$ cat src/rtl/des_task_out_queue_if.sv
`default_nettype none
// ============================================================================
// Module   : des_task_out_queue_if
// Purpose  : Core-side task_out stream, done/hold pair and task-unit stream
// Revision : 1.0
// ============================================================================
interface des_task_out_queue_if #(
    parameter int TQ_WIDTH  = 64,
    parameter int LOG_DEPTH = 3
);
    logic [TQ_WIDTH-1:0]  task_out_V_TDATA;
    logic                 task_out_V_TVALID;
    logic                 task_out_V_TREADY;
    logic                 ap_done;
    logic                 core_hold;
    logic [TQ_WIDTH-1:0]  m_task_TDATA;
    logic                 m_task_is_finish;
    logic                 m_task_TVALID;
    logic                 m_task_TREADY;
    logic [LOG_DEPTH:0]   occupancy;

    // Queue side
    modport slave (
        input  task_out_V_TDATA, task_out_V_TVALID, ap_done, m_task_TREADY,
        output task_out_V_TREADY, core_hold, m_task_TDATA, m_task_is_finish,
               m_task_TVALID, occupancy
    );

    // Core / task-unit side
    modport master (
        output task_out_V_TDATA, task_out_V_TVALID, ap_done, m_task_TREADY,
        input  task_out_V_TREADY, core_hold, m_task_TDATA, m_task_is_finish,
               m_task_TVALID, occupancy
    );
endinterface
`default_nettype wire

$ cat src/rtl/des_task_out_queue.sv
`default_nettype none
// ============================================================================
// Module   : des_task_out_queue
// Purpose  : FIFO of child tasks with in-order per-parent FINISH markers.
//            Optional counters enabled by DES_OUT_QUEUE_STATS_EN.
// Revision : 1.0
// ============================================================================
module des_task_out_queue #(
    parameter int DEPTH     = 8,
    parameter int LOG_DEPTH = $clog2(DEPTH),
    parameter int CNT_W     = 16,
    parameter int TQ_WIDTH  = 64
) (
    input  wire logic             ap_clk,
    input  wire logic             ap_rst,
    des_task_out_queue_if.slave   bus
`ifdef DES_OUT_QUEUE_STATS_EN
    ,
    output logic [31:0]           stat_children,
    output logic [31:0]           stat_finishes,
    output logic [31:0]           stat_full_cycles
`endif
);

    localparam logic [LOG_DEPTH:0] c_DEPTH = (LOG_DEPTH+1)'(DEPTH);

    logic [TQ_WIDTH:0]     r_mem [DEPTH];
    logic [LOG_DEPTH-1:0]  r_rd_ptr;
    logic [LOG_DEPTH-1:0]  r_wr_ptr;
    logic [LOG_DEPTH:0]    r_occ;
    logic [CNT_W-1:0]      r_child_cnt;
    logic [CNT_W-1:0]      r_fin_cnt;
    logic                  r_fin_pending;

    logic                  w_full;
    logic                  w_not_empty;
    logic                  w_child_push;
    logic                  w_fin_push;
    logic                  w_done_direct;
    logic                  w_push;
    logic                  w_pop;
    logic [CNT_W-1:0]      w_child_inc;
    logic [TQ_WIDTH:0]     w_push_entry;
    logic [TQ_WIDTH:0]     w_head;

    assign w_full        = (r_occ == c_DEPTH);
    assign w_not_empty   = (r_occ != '0);
    assign w_fin_push    = r_fin_pending & ~w_full;
    assign w_child_push  = bus.task_out_V_TVALID & ~w_full & ~r_fin_pending;
    assign w_done_direct = bus.ap_done & ~w_full & ~w_child_push & ~r_fin_pending;
    assign w_push        = w_fin_push | w_child_push | w_done_direct;
    assign w_pop         = w_not_empty & bus.m_task_TREADY;

    always_comb begin
        w_child_inc = r_child_cnt;
        if (w_child_push && (r_child_cnt != '1))
            w_child_inc = r_child_cnt + 1'b1;

        w_push_entry = '0;
        if (w_fin_push)
            w_push_entry = {1'b1, {(TQ_WIDTH-CNT_W){1'b0}}, r_fin_cnt};
        else if (w_child_push)
            w_push_entry = {1'b0, bus.task_out_V_TDATA};
        else if (w_done_direct)
            w_push_entry = {1'b1, {(TQ_WIDTH-CNT_W){1'b0}}, r_child_cnt};
    end

    // Storage needs no reset: the head is masked whenever the queue is empty.
    always_ff @(posedge ap_clk) begin
        if (w_push)
            r_mem[r_wr_ptr] <= w_push_entry;
    end

    always_ff @(posedge ap_clk or posedge ap_rst) begin
        if (ap_rst) begin
            r_rd_ptr      <= '0;
            r_wr_ptr      <= '0;
            r_occ         <= '0;
            r_child_cnt   <= '0;
            r_fin_cnt     <= '0;
            r_fin_pending <= 1'b0;
        end else begin
            if (w_push)
                r_wr_ptr <= r_wr_ptr + 1'b1;
            if (w_pop)
                r_rd_ptr <= r_rd_ptr + 1'b1;
            if (w_push && !w_pop)
                r_occ <= r_occ + 1'b1;
            else if (!w_push && w_pop)
                r_occ <= r_occ - 1'b1;

            if (w_fin_push)
                r_fin_pending <= 1'b0;

            // A deferred finish must include a child accepted in the same cycle.
            if (bus.ap_done && !w_done_direct) begin
                r_fin_pending <= 1'b1;
                r_fin_cnt     <= w_child_inc;
                r_child_cnt   <= '0;
            end else if (bus.ap_done) begin
                r_child_cnt   <= '0;
            end else begin
                r_child_cnt   <= w_child_inc;
            end
        end
    end

    assign w_head                = r_mem[r_rd_ptr];
    assign bus.m_task_TVALID     = w_not_empty;
    assign bus.m_task_TDATA      = w_not_empty ? w_head[TQ_WIDTH-1:0] : '0;
    assign bus.m_task_is_finish  = w_not_empty & w_head[TQ_WIDTH];
    assign bus.task_out_V_TREADY = ~ap_rst & ~w_full & ~r_fin_pending;
    assign bus.core_hold         = r_fin_pending | w_full;
    assign bus.occupancy         = r_occ;

`ifdef DEBUG
    a_no_done_while_pending : assert property (
        @(posedge ap_clk) disable iff (ap_rst) !(bus.ap_done && r_fin_pending));
`endif

`ifdef DES_OUT_QUEUE_STATS_EN
    always_ff @(posedge ap_clk or posedge ap_rst) begin
        if (ap_rst) begin
            stat_children    <= '0;
            stat_finishes    <= '0;
            stat_full_cycles <= '0;
        end else begin
            if (w_child_push && (stat_children != '1))
                stat_children <= stat_children + 1'b1;
            if ((w_fin_push || w_done_direct) && (stat_finishes != '1))
                stat_finishes <= stat_finishes + 1'b1;
            if (w_full && (stat_full_cycles != '1))
                stat_full_cycles <= stat_full_cycles + 1'b1;
        end
    end
`endif

endmodule
`default_nettype wire
$ cat src/flat_wrapper.sv
// flat-port wrapper written by rule: the top's interface ports become plain ports
module des_task_out_queue_flat 
#(
    parameter int DEPTH     = 8,
    parameter int LOG_DEPTH = $clog2(DEPTH),
    parameter int CNT_W     = 16,
    parameter int TQ_WIDTH  = 64
)
  (ap_clk, ap_rst, bus_task_out_V_TDATA, bus_task_out_V_TVALID, bus_ap_done, bus_m_task_TREADY, bus_task_out_V_TREADY, bus_core_hold, bus_m_task_TDATA, bus_m_task_is_finish, bus_m_task_TVALID, bus_occupancy);
  des_task_out_queue_if #(.TQ_WIDTH(TQ_WIDTH), .LOG_DEPTH(LOG_DEPTH)) bus_i ();
  input  wire logic ap_clk;
  input  wire logic ap_rst;
  input wire logic [$bits(bus_i.task_out_V_TDATA)-1:0] bus_task_out_V_TDATA;
  input wire logic [$bits(bus_i.task_out_V_TVALID)-1:0] bus_task_out_V_TVALID;
  input wire logic [$bits(bus_i.ap_done)-1:0] bus_ap_done;
  input wire logic [$bits(bus_i.m_task_TREADY)-1:0] bus_m_task_TREADY;
  output wire logic [$bits(bus_i.task_out_V_TREADY)-1:0] bus_task_out_V_TREADY;
  output wire logic [$bits(bus_i.core_hold)-1:0] bus_core_hold;
  output wire logic [$bits(bus_i.m_task_TDATA)-1:0] bus_m_task_TDATA;
  output wire logic [$bits(bus_i.m_task_is_finish)-1:0] bus_m_task_is_finish;
  output wire logic [$bits(bus_i.m_task_TVALID)-1:0] bus_m_task_TVALID;
  output wire logic [$bits(bus_i.occupancy)-1:0] bus_occupancy;
  assign bus_i.task_out_V_TDATA = bus_task_out_V_TDATA;
  assign bus_i.task_out_V_TVALID = bus_task_out_V_TVALID;
  assign bus_i.ap_done = bus_ap_done;
  assign bus_i.m_task_TREADY = bus_m_task_TREADY;
  assign bus_task_out_V_TREADY = bus_i.task_out_V_TREADY;
  assign bus_core_hold = bus_i.core_hold;
  assign bus_m_task_TDATA = bus_i.m_task_TDATA;
  assign bus_m_task_is_finish = bus_i.m_task_is_finish;
  assign bus_m_task_TVALID = bus_i.m_task_TVALID;
  assign bus_occupancy = bus_i.occupancy;
  des_task_out_queue #(.DEPTH(DEPTH), .LOG_DEPTH(LOG_DEPTH), .CNT_W(CNT_W), .TQ_WIDTH(TQ_WIDTH)) u_core (.ap_clk(ap_clk), .ap_rst(ap_rst), .bus(bus_i));
endmodule
$ cat config.mk
export PLATFORM = sky130hd
export DESIGN_NAME = des_task_out_queue_flat
export DESIGN_NICKNAME = d
export VERILOG_FILES = /design/src/rtl/des_task_out_queue_if.sv /design/src/rtl/des_task_out_queue.sv /design/src/flat_wrapper.sv
export SDC_FILE = /design/constraint.sdc
export NUM_CORES = 1
export LEC_CHECK = 0
export ABC_AREA = 1
export CORE_ASPECT_RATIO = 0.8
export CORE_UTILIZATION = 55
export CTS_CLUSTER_DIAMETER = 100
export DETAILED_ROUTE_END_ITERATION = 8
export PLACE_DENSITY_LB_ADDON = 0.15
export SYNTH_ARGS = -nofsm -noshare
export SYNTH_HDL_FRONTEND = slang
export SYNTH_SLANG_ARGS = --single-unit
$ cat constraint.sdc
create_clock -name ap_clk -period 5.14 [get_ports ap_clk]
set_clock_uncertainty 0.15 [all_clocks]
set_input_delay 1.028 -clock ap_clk [delete_from_list [all_inputs] [get_ports ap_clk]]
set_output_delay 1.028 -clock ap_clk [all_outputs]
set_load 0.005 [all_outputs]
==> results_tabular.tex <==
\begin{tabular}{lr}
\hline
Metric & Value \\
\hline
\multicolumn{2}{l}{\textbf{Run status}} \\
\quad Status & finished clean \\
\multicolumn{2}{l}{\textbf{Drt}} \\
\quad Avg WL per Cell & approximately 20 um \\
\quad Detailed router's first-iteration violation count & 1260 \\
\quad Total number of vias & $\sim$15000 \\
\quad Antenna violation net count after detailed routing & 0 \\
\quad Via/cell ratio & 5.65 \\
\quad DRT Pass-1 Iters & 5 \\
\quad DRC violation count after routing & 0 \\
\quad Final wirelength & 52.4 mm \\
\multicolumn{2}{l}{\textbf{Floorplan}} \\
\quad Total Die Area & 43400 um\^{}2 \\
\quad Area of the placeable core & between 40000 and 50000 um\^{}2 \\
\quad Die width & 233 um \\
\quad Total I/O pin count & $\sim$140 \\
\quad Initial standard-cell utilization of the core & 55.9\% \\
\quad Number of rows in the core area & between 60 and 70 \\
\quad Die outline height & about 190 um \\
\multicolumn{2}{l}{\textbf{Finish}} \\
\quad Total inserted antenna cells & 0 \\
\quad Area growth, synth to finish & 15.7\% \\
\quad Layout cell share with drive strength beyond 1 & 7.38\% \\
\quad Fill cell total of the finished layout & 3212 \\
\quad Total number of nets in the final design & between 2000 and 2500 \\
\multicolumn{2}{l}{\textbf{Timing}} \\
\quad Slew at the pin with the worst max-slew slack & 1.04 ns \\
\quad Shortest period the worst path allows & a little under 5 ns \\
\quad RSZ-0062 raised after global routing & no \\
\quad Setup\_tns & 0 ns \\
\quad Maximum operating frequency & approximately 210 MHz \\
\quad Final hold violations & 0 \\
\quad Slew Limit Fails & 0 \\
\quad Endpoints failing setup & 0 \\
\quad Relative max-transition margin & roughly 30\% \\
\quad Crit share post-route & 93.6\% \\
\multicolumn{2}{l}{\textbf{CTS}} \\
\quad Count of buffers added by post-CTS timing repair for setup & 0 \\
\quad Number of hold buffers added after cts & 0 \\
\quad Clock latency reported for the late side of the worst-skew pair & between 0.5 and 0.6 ns \\
\quad Clock slew seen by the registers of the worst setup and hold paths & 0.07 ns \\
\quad Number of buffers created by CTS & 54 \\
\quad Total number of H-tree levels & 2 \\
\quad Maximum clock insertion buffer count & 3 \\
\quad Count of instances resized after the clock tree is built & 0 \\
\quad Sinks on Clock Net & about 560 \\
\quad Clock tree root buffer cell & sky130\_fd\_sc\_hd\_\_clkbuf\_16 \\
\quad Clock tree from TritonCTS & yes \\
\multicolumn{2}{l}{\textbf{Synthesis}} \\
\quad Synth warnings & 0 \\
\quad Fraction of synthesis flops using an asynchronous set or reset pin & approximately 7.6\% \\
\quad Mean instance size in the synthesized netlist & roughly 12 um\^{}2 \\
\quad Area of the mapped netlist & $\sim$23000 um\^{}2 \\
\quad Post-synthesis register bit count & around 560 \\
\quad Post-synth EDFFs & 520 \\
\quad Top\_reg\_cell synth & sky130\_fd\_sc\_hd\_\_edfxtp\_1 \\
\quad Cell variety after synth & 36 \\
\quad Net count of the mapped netlist & $\sim$2000 \\
\quad Synthesized netlist cell count & between 1500 and 2000 \\
\quad Portion of the post-synthesis area used by sequential elements & a little under three quarters \\
\multicolumn{2}{l}{\textbf{Worst hold path}} \\
\quad Hold-critical path endpoint & u\_core.r\_fin\_cnt[8]\$\_DFFE\_PP0P\_ \\
\quad Worst hold-check path type & flop to flop \\
\quad Hold path startpoint & u\_core.r\_fin\_cnt[8]\$\_DFFE\_PP0P\_ \\
\quad Worst hold stages & 2 \\
\multicolumn{2}{l}{\textbf{Worst setup path}} \\
\quad Biggest fanout along the worst timing path & 94 \\
\quad Slowest library cell on the worst path & sky130\_fd\_sc\_hd\_\_dfrtp\_4 \\
\quad Critical-path cell list & inv\_6 -> buf\_4 -> nor2\_1 -> o21ai\_0 -> o21ai\_0 -> nor2\_1 -> clkdlybuf4s50\_1 \\
\quad Data required time of the critical path & 3.96 ns \\
\quad Crit path arrival time & around 3.6 ns \\
\quad Startpoint Class & flop \\
\quad Critical Path Sink Type & output pin \\
\quad Startpoint of the lowest-slack register-to-register path & u\_core.bus.occupancy[0]\$\_DFFE\_PP0P\_ \\
\quad Critical setup path kind & flop to output pin \\
\quad Worst reg2reg path depth & 7 \\
\quad Worst r2r dst & u\_core.r\_mem[0][0]\$\_DFFE\_PP\_ \\
\quad Flop-to-flop setup slack & around 2 ns \\
\quad Critical Path Max Stage Delay & around 0.77 ns \\
\multicolumn{2}{l}{\textbf{Global routing}} \\
\quad Pin count of the biggest net entering global routing & around 140 \\
\quad Global route total overflow & 0 \\
\quad Global-route wire length before repair & 81.9 mm \\
\quad Vias in the first global route & 14510 \\
\quad Aggregate global-route resource usage & 24.4\% \\
\quad Initial antenna violation count & 0 \\
\multicolumn{2}{l}{\textbf{Flow run}} \\
\quad Number of max-cap violations & 0 \\
\multicolumn{2}{l}{\textbf{Placement}} \\
\quad Number of I/O port buffers & 140 \\
\quad Final Wtd Congestion & $\sim$0.89 \\
\quad HPWL after detailed placement & about 28 mm \\
\multicolumn{2}{l}{\textbf{Pwr}} \\
\quad Leakage & 9.67 nW \\
\quad Power density cells & between 600 and 700 nW/um\^{}2 \\
\quad Worst IR drop on VDD & 0.431 mV \\
\quad Final Total Pwr & around 17 mW \\
\hline
\end{tabular}
## layout by cell type, fill, tap and decap left out, types with 2 or more instances in the layout
| cell type | netlist | final |
|---|---|---|
| sky130_fd_sc_hd__mux2i_1 | 65 | 65 |
| sky130_fd_sc_hd__o211ai_1 | 16 | 16 |
| sky130_fd_sc_hd__nor2_2 | 4 | 4 |
| sky130_fd_sc_hd__inv_6 | 0 | 4 |
| sky130_fd_sc_hd__nand2_2 | 11 | 11 |
| sky130_fd_sc_hd__clkdlybuf4s50_1 | 0 | 140 |
| sky130_fd_sc_hd__dfrtp_4 | 0 | 2 |
| sky130_fd_sc_hd__xor2_1 | 8 | 8 |
| sky130_fd_sc_hd__nand3_1 | 32 | 31 |
| sky130_fd_sc_hd__inv_1 | 78 | 78 |
| sky130_fd_sc_hd__edfxtp_1 | 520 | 520 |
| sky130_fd_sc_hd__dfrtp_1 | 43 | 40 |
| sky130_fd_sc_hd__inv_2 | 4 | 4 |
| sky130_fd_sc_hd__nand4_1 | 3 | 3 |
| sky130_fd_sc_hd__clkinv_4 | 1 | 2 |
| sky130_fd_sc_hd__nor2_4 | 1 | 9 |
| sky130_fd_sc_hd__o21ai_1 | 94 | 94 |
| sky130_fd_sc_hd__buf_4 | 5 | 14 |
| sky130_fd_sc_hd__nand2_1 | 145 | 145 |
| sky130_fd_sc_hd__nor2_1 | 476 | 468 |
| sky130_fd_sc_hd__nand2_4 | 3 | 3 |
| sky130_fd_sc_hd__clkbuf_1 | 56 | 3 |
| sky130_fd_sc_hd__a21oi_1 | 2 | 2 |
| sky130_fd_sc_hd__o21ai_0 | 240 | 240 |
| sky130_fd_sc_hd__o22ai_1 | 65 | 65 |
| sky130_fd_sc_hd__clkinv_1 | 1 | 16 |
| sky130_fd_sc_hd__clkbuf_16 | 0 | 54 |
| sky130_fd_sc_hd__clkinv_2 | 0 | 13 |
| sky130_fd_sc_hd__xnor2_1 | 3 | 3 |
| sky130_fd_sc_hd__ha_1 | 6 | 6 |
| sky130_fd_sc_hd__clkinvlp_4 | 0 | 3 |
| sky130_fd_sc_hd__nand3_2 | 4 | 5 |
| sky130_fd_sc_hd__bufinv_16 | 0 | 5 |
| sky130_fd_sc_hd__buf_12 | 2 | 15 |
## per-stage QoR
step | cells | hold WS [ns] | utilization, % | instance area, um^2 | setup slack, ns
after floorplan | 1945 | 0.299 | - | 23400 | 0.0454
after global placement | 2553 | 0.314 | 60.6 | 25400 | 0.848
after detailed placement | 2553 | 0.316 | 60.6 | 25400 | 0.849
after CTS | 2652 | 0.334 | 64.7 | 27100 | 0.217
after global routing | 2652 | 0.355 | 64.7 | 27100 | 0.118
final | 2652 | 0.333 | 64.7 | 27100 | 0.327
## cell type report
class | instances | area (um^2) | share of cell area [%]
tap | 552 | 691 | 2.55
inverter | 85 | 329 | 1.21
sequential | 563 | 16700 | 61.6
timing repair buffer | 170 | 1820 | 6.71
multi-input combinational | 1183 | 5860 | 21.6
clock inverter | 42 | 350 | 1.29
clock buffer | 57 | 1360 | 5.03
## worst max-delay path, delay by kind of cell (launching register included)
kind | cells | cell delay (ns)
and+or+nand+nor | 2 | 0.27
DFF | 1 | 0.77
buffers and inverters | 3 | 1.63
AOI/OAI and AO/OA | 2 | 0.25
## cell families after synthesis
kind of cell,Yosys count,share of synthesized area (%)
buffers and inverters,199,4.01
AND/OR/NAND/NOR,682,11.7
multiplexers,66,2.83
XOR/XNOR,11,0.411
flip-flops,563,71.3
AO/OA/AOI/OAI,417,9.43
adder cells (fa/ha/maj),7,0.406
## registers in the layout, indices dropped and copies added (netlist names)
signal / cells
u_core.r_fin_cnt: 16
u_core.r_child_cnt: 16
u_core.r_mem: 520
u_core.bus.occupancy: 4
u_core.r_rd_ptr: 3
u_core.r_fin_pending: 1
u_core.r_wr_ptr: 3
## power breakdown
| part | switching, mW | internal [mW] |
|---|---|---|
| Combinational | 3.82 | 2.48 |
| Sequential | 0.496 | 6.47 |
| Clock | 1.67 | 2.17 |
## worst max-delay path by stage
stage,startpoint,to,slack [ns],cells past startpoint
floorplan,bus_ap_done,u_core.r_mem[0][0]$_DFFE_PP_,0.05,7
global placement,u_core.r_rd_ptr[0]$_DFFE_PP0P_,bus_m_task_TDATA[21],0.85,8
detailed placement,u_core.r_rd_ptr[0]$_DFFE_PP0P_,bus_m_task_TDATA[21],0.85,8
CTS,u_core.r_rd_ptr[0]$_DFFE_PP0P_,bus_m_task_TDATA[21],0.22,8
global route,u_core.r_rd_ptr[0]$_DFFE_PP0P_,bus_m_task_TDATA[4],0.12,7
finish,u_core.r_rd_ptr[0]$_DFFE_PP0P_,bus_m_task_TDATA[7],0.33,7
## per-layer routing
layer	up-vias	routed length (um)	global-route usage, %
li1	7110	-	-
met1	7332	23400	35.8
met2	467	25000	39.1
met3	67	3170	3.51
met4	0	868	5.56
met5	-	0	0
## synthesized netlist by cell type (all sizes together), types with 2 or more instances
master | count | area, um^2
a21oi | 2 | 10.0
buf | 58 | 403
clkbuf | 56 | 210
clkinv | 2 | 12.5
dfrtp | 43 | 1080
edfxtp | 520 | 15600
ha | 6 | 75.1
inv | 83 | 314
mux2i | 65 | 651
nand2 | 159 | 647
nand3 | 37 | 218
nand4 | 3 | 18.8
nor2 | 481 | 1820
o211ai | 16 | 120
o21ai | 334 | 1670
o22ai | 65 | 407
xnor2 | 3 | 26.3
xor2 | 8 | 70.1
Power figures use the tool's default switching activity.
